$ cat src/rtl/debounce_pkg.sv
// debounce_pkg: shared state encoding and default qualification length
// for the multi-channel switch debouncer.
package debounce_pkg;

  // Per-channel debounce states; all four encodings are used.
  typedef enum logic [1:0] {
    IDLE   = 2'b00,  // settled low
    DELAY0 = 2'b01,  // qualifying a press
    ONE    = 2'b10,  // settled high
    DELAY1 = 2'b11   // qualifying a release
  } state_t;

  // About 42 ms of stable input at 50 MHz.
  localparam int unsigned DEFAULT_LIMIT = 2_100_000;

endpackage

$ cat src/rtl/debounce_channel.sv
// debounce_channel: one debounce FSM with its own qualification timer.
// The level flips once the input has disagreed with it for LIMIT+1
// consecutive samples; rise/fall are registered one-cycle ticks.
module debounce_channel
  import debounce_pkg::*;
#(
  parameter int unsigned LIMIT = DEFAULT_LIMIT
) (
  input  logic clk,
  input  logic rst,
  input  logic s,
  output logic level,
  output logic rise,
  output logic fall
);

  localparam int unsigned   TW   = $clog2(LIMIT + 1);
  localparam logic [TW-1:0] TMAX = TW'(LIMIT - 1);

  state_t        state_q, state_d;
  logic [TW-1:0] timer_q, timer_d;
  logic          level_q, level_d;
  logic          rise_q,  rise_d;
  logic          fall_q,  fall_d;

  // Next-state, timer and tick logic; ticks default low so they last one cycle.
  always_comb begin
    state_d = state_q;
    timer_d = timer_q;
    level_d = level_q;
    rise_d  = 1'b0;
    fall_d  = 1'b0;
    case (state_q)
      IDLE: begin
        if (s) begin
          state_d = DELAY0;
          timer_d = '0;
        end
      end
      DELAY0: begin
        if (!s) begin
          state_d = IDLE;
        end else if (timer_q == TMAX) begin
          state_d = ONE;
          level_d = 1'b1;
          rise_d  = 1'b1;
        end else begin
          timer_d = timer_q + TW'(1);
        end
      end
      ONE: begin
        if (!s) begin
          state_d = DELAY1;
          timer_d = '0;
        end
      end
      DELAY1: begin
        if (s) begin
          state_d = ONE;
        end else if (timer_q == TMAX) begin
          state_d = IDLE;
          level_d = 1'b0;
          fall_d  = 1'b1;
        end else begin
          timer_d = timer_q + TW'(1);
        end
      end
      default: begin
        state_d = IDLE;
      end
    endcase
  end

  // State, timer and output registers with synchronous reset.
  always_ff @(posedge clk) begin
    if (rst) begin
      state_q <= IDLE;
      timer_q <= '0;
      level_q <= 1'b0;
      rise_q  <= 1'b0;
      fall_q  <= 1'b0;
    end else begin
      state_q <= state_d;
      timer_q <= timer_d;
      level_q <= level_d;
      rise_q  <= rise_d;
      fall_q  <= fall_d;
    end
  end

  assign level = level_q;
  assign rise  = rise_q;
  assign fall  = fall_q;

endmodule

$ cat src/rtl/debounce_multi.sv
// debounce_multi: CH independent switch debouncers.
// Define DEBOUNCE_SYNC_EN to put a 2-flop synchroniser in front of each
// channel (raw pad inputs); leave it undefined for inputs already in clk.
module debounce_multi
  import debounce_pkg::*;
#(
  parameter int          CH    = 4,
  parameter int unsigned LIMIT = DEFAULT_LIMIT
) (
  input  logic          clk,
  input  logic          rst,
  input  logic [CH-1:0] sw,
  output logic [CH-1:0] db_level,
  output logic [CH-1:0] db_rise,
  output logic [CH-1:0] db_fall
);

  logic [CH-1:0] s;

`ifdef DEBOUNCE_SYNC_EN
  logic [CH-1:0] sync1_q, sync1_d;
  logic [CH-1:0] sync2_q, sync2_d;

  // Two-stage shift toward the FSMs.
  always_comb begin
    sync1_d = sw;
    sync2_d = sync1_q;
  end

  // Synchroniser flops, cleared by reset so a held switch requalifies.
  always_ff @(posedge clk) begin
    if (rst) begin
      sync1_q <= '0;
      sync2_q <= '0;
    end else begin
      sync1_q <= sync1_d;
      sync2_q <= sync2_d;
    end
  end

  assign s = sync2_q;
`else
  assign s = sw;
`endif

  for (genvar g = 0; g < CH; g++) begin : g_ch
    debounce_channel #(
      .LIMIT (LIMIT)
    ) u_ch (
      .clk   (clk),
      .rst   (rst),
      .s     (s[g]),
      .level (db_level[g]),
      .rise  (db_rise[g]),
      .fall  (db_fall[g])
    );
  end

endmodule

$ cat config.mk
export PLATFORM = sky130hd
export DESIGN_NAME = debounce_multi
export DESIGN_NICKNAME = d
export VERILOG_FILES = /design/src/rtl/debounce_pkg.sv /design/src/rtl/debounce_channel.sv /design/src/rtl/debounce_multi.sv
export SDC_FILE = /design/constraint.sdc
export NUM_CORES = 1
export LEC_CHECK = 0
export ABC_AREA = 1
export CELL_PAD_IN_SITES_DETAIL_PLACEMENT = 1
export CELL_PAD_IN_SITES_GLOBAL_PLACEMENT = 2
export CORE_AREA = 2 2 138 167
export CTS_CLUSTER_SIZE = 40
export DETAILED_ROUTE_END_ITERATION = 7
export DIE_AREA = 0 0 140 169
export DONT_BUFFER_PORTS = 1
export PLACE_DENSITY = 0.86
export SLEW_MARGIN = 0
export SYNTH_ARGS = -nofsm -noshare
export SYNTH_HDL_FRONTEND = slang
export SYNTH_SLANG_ARGS = --single-unit
$ cat constraint.sdc
create_clock -name clk -period 1.66 [get_ports clk]
set_clock_uncertainty 0.1 [all_clocks]
set_input_delay 0.332 -clock clk [delete_from_list [all_inputs] [get_ports clk]]
set_output_delay 0.332 -clock clk [all_outputs]
set_load 0.02 [all_outputs]
==> reports/qor.csv, run 1 <==
stage;metric;value;unit
die;die_area;0.0237;mm2
synthesis;syn_nets;1134;
route;drt-pass1-iter-count;8;
worst_hold_path;hold_class;primary input to flip-flop;
die;start_util;30.3;%
synthesis;yosys_most_used_dff;dfxtp_1;
outcome;status;finished with violations;
route;vias;7342;
timing;period_needed;1.69;ns
timing;hold_ws;-0.0672;ns
global_routing;antenna_found_initial;0;
power_and_ir_drop;powerDensity;590;mW/mm2
synthesis;async_flop_share;0;%
timing;tightest_slew;0.342;ns
global_routing;grt_start_max_net_pins;57;
cts;cts_tree;built;
finish;final_area;0.00864;mm2
synthesis;avgSynthCellArea;5.97;um2
timing;drv_slew;0;
die;fp-row-count;60;
timing;rsz0062_at_grt;yes;
timing;fin_ws;-0.0259;ns
route;wire_per_inst;14.3;um
global_routing;grt_pass1_wl;34800;um
placed_design;post-place-ws;-0.142;ns
finish;layout.nets;1233;
timing;fin_crit_sh;102;%
timing;hold_viol_final;47;
synthesis;ys_warn_count;0;
route;drc_errors;3;
global_routing;grt_pass1_vias;7330;
global_routing;grtUsageTotal;17.9;%
critical_path;worst-setup-path-type;flip-flop to flip-flop;
critical_path;cp_data_arrival_time;1.86;ns
run;drv_cap;0;
route;routed_wl;21600;um
synthesis;yosys-top-cells-count;nand2_1 (301), nor2_1 (235), inv_1 (143);
synthesis;synth_largest_area_cell;dfxtp_1;
global_routing;grt.busiest_layer;met2;
synthesis;synth_top_area_share;32.2;%
global_routing;use_met2;33.6;%
power_and_ir_drop;vdd_drop_max;0.443;mV
die;boundaryPins;18;
die;die_w;140;um
cts;cts_sinks;108;
synthesis;ys_ff_latch;108;
global_routing;grt_overflow;0;
die;core;0.0221;mm2
synthesis;ys_types;36;
finish;areaGrowthSynthToFinish;28.8;%
critical_path;start_kind;flip-flop;
cts;clk_path_buf_depth;2;
finish;fillers;2896;
global_routing;grtUsageMet1;20.7;%
synthesis;post-synth-top-count-cell;nand2_1;
die;die_h;169;um
synthesis;seq_area_frac_synth;32.2;%
timing;relSlewSlack;77.1;%
synthesis;synth_edf_count;0;
cts;clk_pin_slew_worst_paths;0.07;ns
placed_design;port_buffers;0;
route;ant_nets;0;
synthesis;synthTopCellsByArea;dfxtp_1 (32%), nand2_1 (17%), nor2_1 (13%);
critical_path;cp-end-kind;flip-flop;
cts;cts_made_buffers;9;
synthesis;netlist_area;0.00671;mm2
power_and_ir_drop;p_leak;3.34;nW
synthesis;synthCells;1124;
cts;clockRootBuffer;clkbuf_16;
route;post_drt_via_cell_ratio;4.88;
global_routing;grt_util_met3;2.80;%
finish;drive_gt1_share;24.5;%
outcome;violations;design-rule violations, negative hold slack, negative setup slack;
timing;setup-violations-final;1;
critical_path;worstPathRequired;1.84;ns
cts;clk_latency;0.36;ns
placed_design;hpwl;15600;um
route;first_iter_violations;289;
placed_design;place.gp.congestion;0.814;
critical_path;crit_fanout;8;
timing;fmax;593;MHz
cts;cts_hold_buf;3;
cts;h-tree-depth;3;
finish;antenna_cells;0;
placed_design;place_area;0.00765;mm2
==> per-stage QoR <==
stage	utilization (%)	total power [mW]	setup TNS (ns)	hold WS (ns)	std cells
2_1_floorplan	-	2.87	0	0.309	1124
3_3_place_gp	34.5	2.99	-1.20	0.311	1472
3_5_place_dp	34.5	2.99	-2.24	0.313	1472
4_1_cts	36.4	5.14	-0.0362	-0.0746	1491
5_1_grt	39.0	5.28	-0.822	-0.0746	1506
6_report	39.0	5.10	-0.0259	-0.0672	1506
==> layer usage <==
metal / up-vias / share of wire (%)
met4: 0 / 2.7
met3: 45 / 2.3
li1: 3719 / -
met2: 68 / 51
met5: - / 0
met1: 3510 / 44
==> timing repair <==
item | 4_1_cts | 5_1_grt
setup buffers | 1 | 15
setup endpoints to repair | 65 | 94
gates resized for setup | 36 | 166
pin swaps | 6 | 39
endpoints found under the hold margin | 52 | 49
==> critical path: stages, from the launching register on <==
cell and delay [ns]:
dfxtp_2 0.36, ha_4 0.17, nand3_4 0.10, nor2_4 0.14
nand3_4 0.11, nand2_8 0.14, buf_12 0.12, buf_4 0.10
o21ai_1 0.10, a21oi_1 0.16
==> placed cells by master (no fill, tap or decap), types with 23 or more instances in the layout <==
cell type	netlist	layout
a21oi_1	60	52
buf_4	19	111
dfxtp_1	108	61
dfxtp_2	0	40
inv_1	143	135
nand2_1	301	276
nand2_2	2	23
nand3_1	78	70
nand4_1	37	37
nor2_1	235	200
nor2_2	7	28
o21ai_0	42	31
==> registers in the layout (all words and copies together) (netlist names), named ones only <==
| register | count |
|---|---|
| g_ch.u_ch.timer_q | 88 |
| g_ch.u_ch.state_q | 4 |
| g_ch.u_ch.fall | 4 |
| g_ch.u_ch.rise | 4 |
| g_ch.u_ch.level | 4 |
==> report_power, final <==
group	leakage, nW	switching [mW]	internal (mW)
sequential	0.897	0.0155	2.59
clock	0.135	1.03	1.09
combinational	2.31	0.221	0.144
total	3.34	1.27	3.83
==> kinds of logic after synthesis <==
kind of cell | Yosys count | synth area share [%]
fa+ha+maj | 4 | 0.746
flops | 108 | 32.2
buf+inv | 187 | 11.9
xor+xnor | 16 | 2.20
simple gates | 692 | 43.8
compound gates | 117 | 9.16
==> area by class of cell <==
type	instances	area [um2]	area share, %
tap	279	349	4.04
sequential	108	2240	25.9
clock inverter	2	10.0	0.116
inverter	150	574	6.64
clock buffer	13	260	3.01
multi-input combinational	829	4200	48.6
timing repair buffer	125	1010	11.7
==> worst paths after layout <==
path,start,to,slack (ns),cells after the start
worst min-delay path,rst,g_ch[2].u_ch.timer_q[10]$_SDFFE_PP0P_,-0.07,1
worst max-delay path,g_ch[3].u_ch.timer_q[1]$_SDFFE_PP0P_,g_ch[3].u_ch.timer_q[11]$_SDFFE_PP0P_,-0.03,9
worst min register to register,g_ch[2].u_ch.timer_q[8]$_SDFFE_PP0P_,g_ch[2].u_ch.timer_q[8]$_SDFFE_PP0P_,0.39,2
worst max register to register,g_ch[3].u_ch.timer_q[1]$_SDFFE_PP0P_,g_ch[3].u_ch.timer_q[11]$_SDFFE_PP0P_,-0.03,9
Note: power is estimated with default switching activity, not from simulation.
==> run 2, diff against run 1 <==
- CORE_AREA: 2 2 138 167 -> 2 2 108 214
- DIE_AREA: 0 0 140 169 -> 0 0 110 216
- PLACE_DENSITY: 0.86 -> 0.85
- clock period: 1.66 -> 1.45 ns (I/O delays scaled with it)
==> run 2 against run 1 <==
The flow finishes with violations (negative hold slack, negative setup slack). Clock power rose by 39%. Register-to-register slack got worse by 0.24 ns. Hold slack got worse by 0.071 ns. Fmax fell by 1.8%. Routed wire length rose by 35%. Combinational power rose by 58%. Critical path depth rose by 1. Core utilization rose by 10 points. Power rose by 27%. Clock-buffer cell count fell by 4. Global-route usage rose by 5.1 points. Critical path type unchanged.
==> reports/qor.csv, run 2 (synthesis results as in run 1) <==
stage;metric;value;unit;change
die;start_util;30.4;%;was 30.3%
critical_path;cp_data_arrival_time;1.92;ns;was 1.86 ns
finish;antenna_cells;0;;unchanged
timing;hold_ws;-0.138;ns;was -0.0672 ns
finish;final_area;0.0109;mm2;was 0.00864 mm2
run;drv_cap;0;;unchanged
timing;tns;-14.87;ns;was -0.0259 ns
global_routing;grt_overflow;0;;unchanged
power_and_ir_drop;powerDensity;598;mW/mm2;was 590 mW/mm2
timing;fin_crit_sh;118;%;was 102%
route;routed_wl;29100;um;was 21600 um
outcome;violations;negative hold slack, negative setup slack;;was design-rule violations, negative hold slack, negative setup slack
global_routing;grt_pass1_vias;8661;;was 7330
finish;largest_reg_flops;88;;unchanged
finish;final_cell_mix;nand2_1 (232), buf_4 (218), nor2_1 (157);;was nand2_1 (276), nor2_1 (200), inv_1 (135)
route;wire_per_inst;17.6;um;was 14.3 um
placed_design;port_buffers;0;;unchanged
route;drt-pass1-iter-count;4;;was 8
route;first_iter_violations;261;;was 289
die;die_h;216;um;was 169 um
power_and_ir_drop;p_leak;4.39;nW;was 3.34 nW
timing;tightest_slew;0.347;ns;was 0.342 ns
global_routing;grt_pass1_wl;42000;um;was 34800 um
timing;setup-violations-final;105;;was 1
finish;layout.nets;1377;;was 1233
die;core;0.0221;mm2;about the same
finish;fillers;2780;;was 2896
timing;rsz0062_at_grt;yes;;unchanged
power_and_ir_drop;p_total;6.49;mW;was 5.10 mW
cts;clockRootBuffer;clkbuf_16;;unchanged
timing;hold_viol_final;52;;was 47
timing;period_needed;1.72;ns;was 1.69 ns
route;vias;8302;;was 7342
route;drc_errors;0;;was 3
route;post_drt_via_cell_ratio;5.04;;was 4.88
critical_path;crit_fanout;5;;was 8
timing;fin_ws;-0.268;ns;was -0.0259 ns
global_routing;grtUsageTotal;23.0;%;was 17.9%
cts;cts_tree;built;;unchanged
critical_path;cp-end-kind;flip-flop;;unchanged
cts;clk_pin_slew_worst_paths;0.09;ns;was 0.07 ns
critical_path;start_kind;flip-flop;;unchanged
cts;h-tree-depth;3;;unchanged
critical_path;worstPathRequired;1.65;ns;was 1.84 ns
finish;seqCellArea;0.00227;mm2;was 0.00224 mm2
finish;final_common_cell;nand2_1;;unchanged
cts;cts_sinks;108;;unchanged
placed_design;place_area;0.00865;mm2;was 0.00765 mm2
critical_path;worst-setup-path-type;flip-flop to flip-flop;;unchanged
cts;cts_hold_buf;4;;was 3
die;die_w;110;um;was 140 um
outcome;status;finished with violations;;unchanged
finish;multi_input_area;0.00501;mm2;was 0.00420 mm2
timing;fmax;582;MHz;was 593 MHz
finish;areaGrowthSynthToFinish;61.7;%;was 28.8%
cts;clk_latency;0.39;ns;was 0.36 ns
power_and_ir_drop;vdd_drop_max;0.641;mV;was 0.443 mV
worst_hold_path;hold_class;primary input to flip-flop;;unchanged
die;boundaryPins;18;;unchanged
finish;drive_gt1_share;44.3;%;was 24.5%
finish;top_register;g_ch.u_ch.timer_q;;unchanged
timing;drv_slew;0;;unchanged
die;die_area;0.0238;mm2;was 0.0237 mm2
global_routing;grt_start_max_net_pins;57;;unchanged
timing;relSlewSlack;76.8;%;was 77.1%
route;ant_nets;0;;unchanged
cts;cts_made_buffers;9;;unchanged
cts;clk_path_buf_depth;2;;unchanged
global_routing;antenna_found_initial;0;;unchanged
die;fp-row-count;77;;was 60
placed_design;place.gp.congestion;0.859;;was 0.814
placed_design;hpwl;19200;um;was 15600 um
## run 2: layout make-up
cell class	count	share of cell area, %
Clock buffer	9	2.08
Sequential cell	108	20.9
Multi-Input combinational cell	829	46.1
Tap cell	276	3.18
Timing Repair Buffer	269	21.3
Clock inverter	7	0.980
Inverter	150	5.45
## run 2: per-stage QoR
step | cells | util [%] | setup WS [ns]
2_1_floorplan | 1124 | - | -0.0345
3_3_place_gp | 1585 | 39.2 | -0.248
3_5_place_dp | 1585 | 39.2 | -0.265
4_1_cts | 1624 | 44.4 | -0.169
5_1_grt | 1648 | 49.2 | -0.373
6_report | 1648 | 49.2 | -0.268
## run 2: layer usage
layer  wire length (um)  part of all wire [%]  vias to the layer above  GRT usage, %
met4               1840                   6.3                        0          11.7
met1               9530                    33                     4004          20.6
met3                907                   3.1                      110          3.99
li1                   -                     -                     4025             -
met5                  0                     0                        -             0
met2              16800                    58                      163          46.2
## run 2: timing repair
item	CTS	global route
buffers inserted	15	30
gates cloned	4	2
gates resized for setup	200	262
setup endpoints to repair	103	107
hold endpoints to repair	58	52
pin swaps	56	100
## run 2: worst max-delay path: stages (launching register included)
cell     delay [ns]
dfxtp_4        0.36
nand2_2        0.07
inv_2          0.09
buf_6          0.14
nand3_4        0.08
nor2_4         0.12
nand3_4        0.15
nand2_8        0.15
buf_6          0.13
o21ai_0        0.10
nor2_1         0.16
## run 2: final timing paths
path	endpoint	startpoint	cells past startpoint	slack, ns
max	g_ch[1].u_ch.timer_q[8]$_SDFFE_PP0P_	g_ch[1].u_ch.timer_q[9]$_SDFFE_PP0P_	10	-0.27
min	g_ch[0].u_ch.timer_q[10]$_SDFFE_PP0P_	rst	1	-0.14
max reg2reg	g_ch[1].u_ch.timer_q[8]$_SDFFE_PP0P_	g_ch[1].u_ch.timer_q[9]$_SDFFE_PP0P_	10	-0.27
min reg2reg	g_ch[1].u_ch.timer_q[3]$_SDFFE_PP0P_	g_ch[1].u_ch.timer_q[3]$_SDFFE_PP0P_	2	0.40
## run 2: where the power goes
group | switching (mW) | total [mW] | internal (mW)
clock | 1.39 | 2.94 | 1.55
combinational | 0.338 | 0.576 | 0.238
sequential | 0.0177 | 2.97 | 2.96
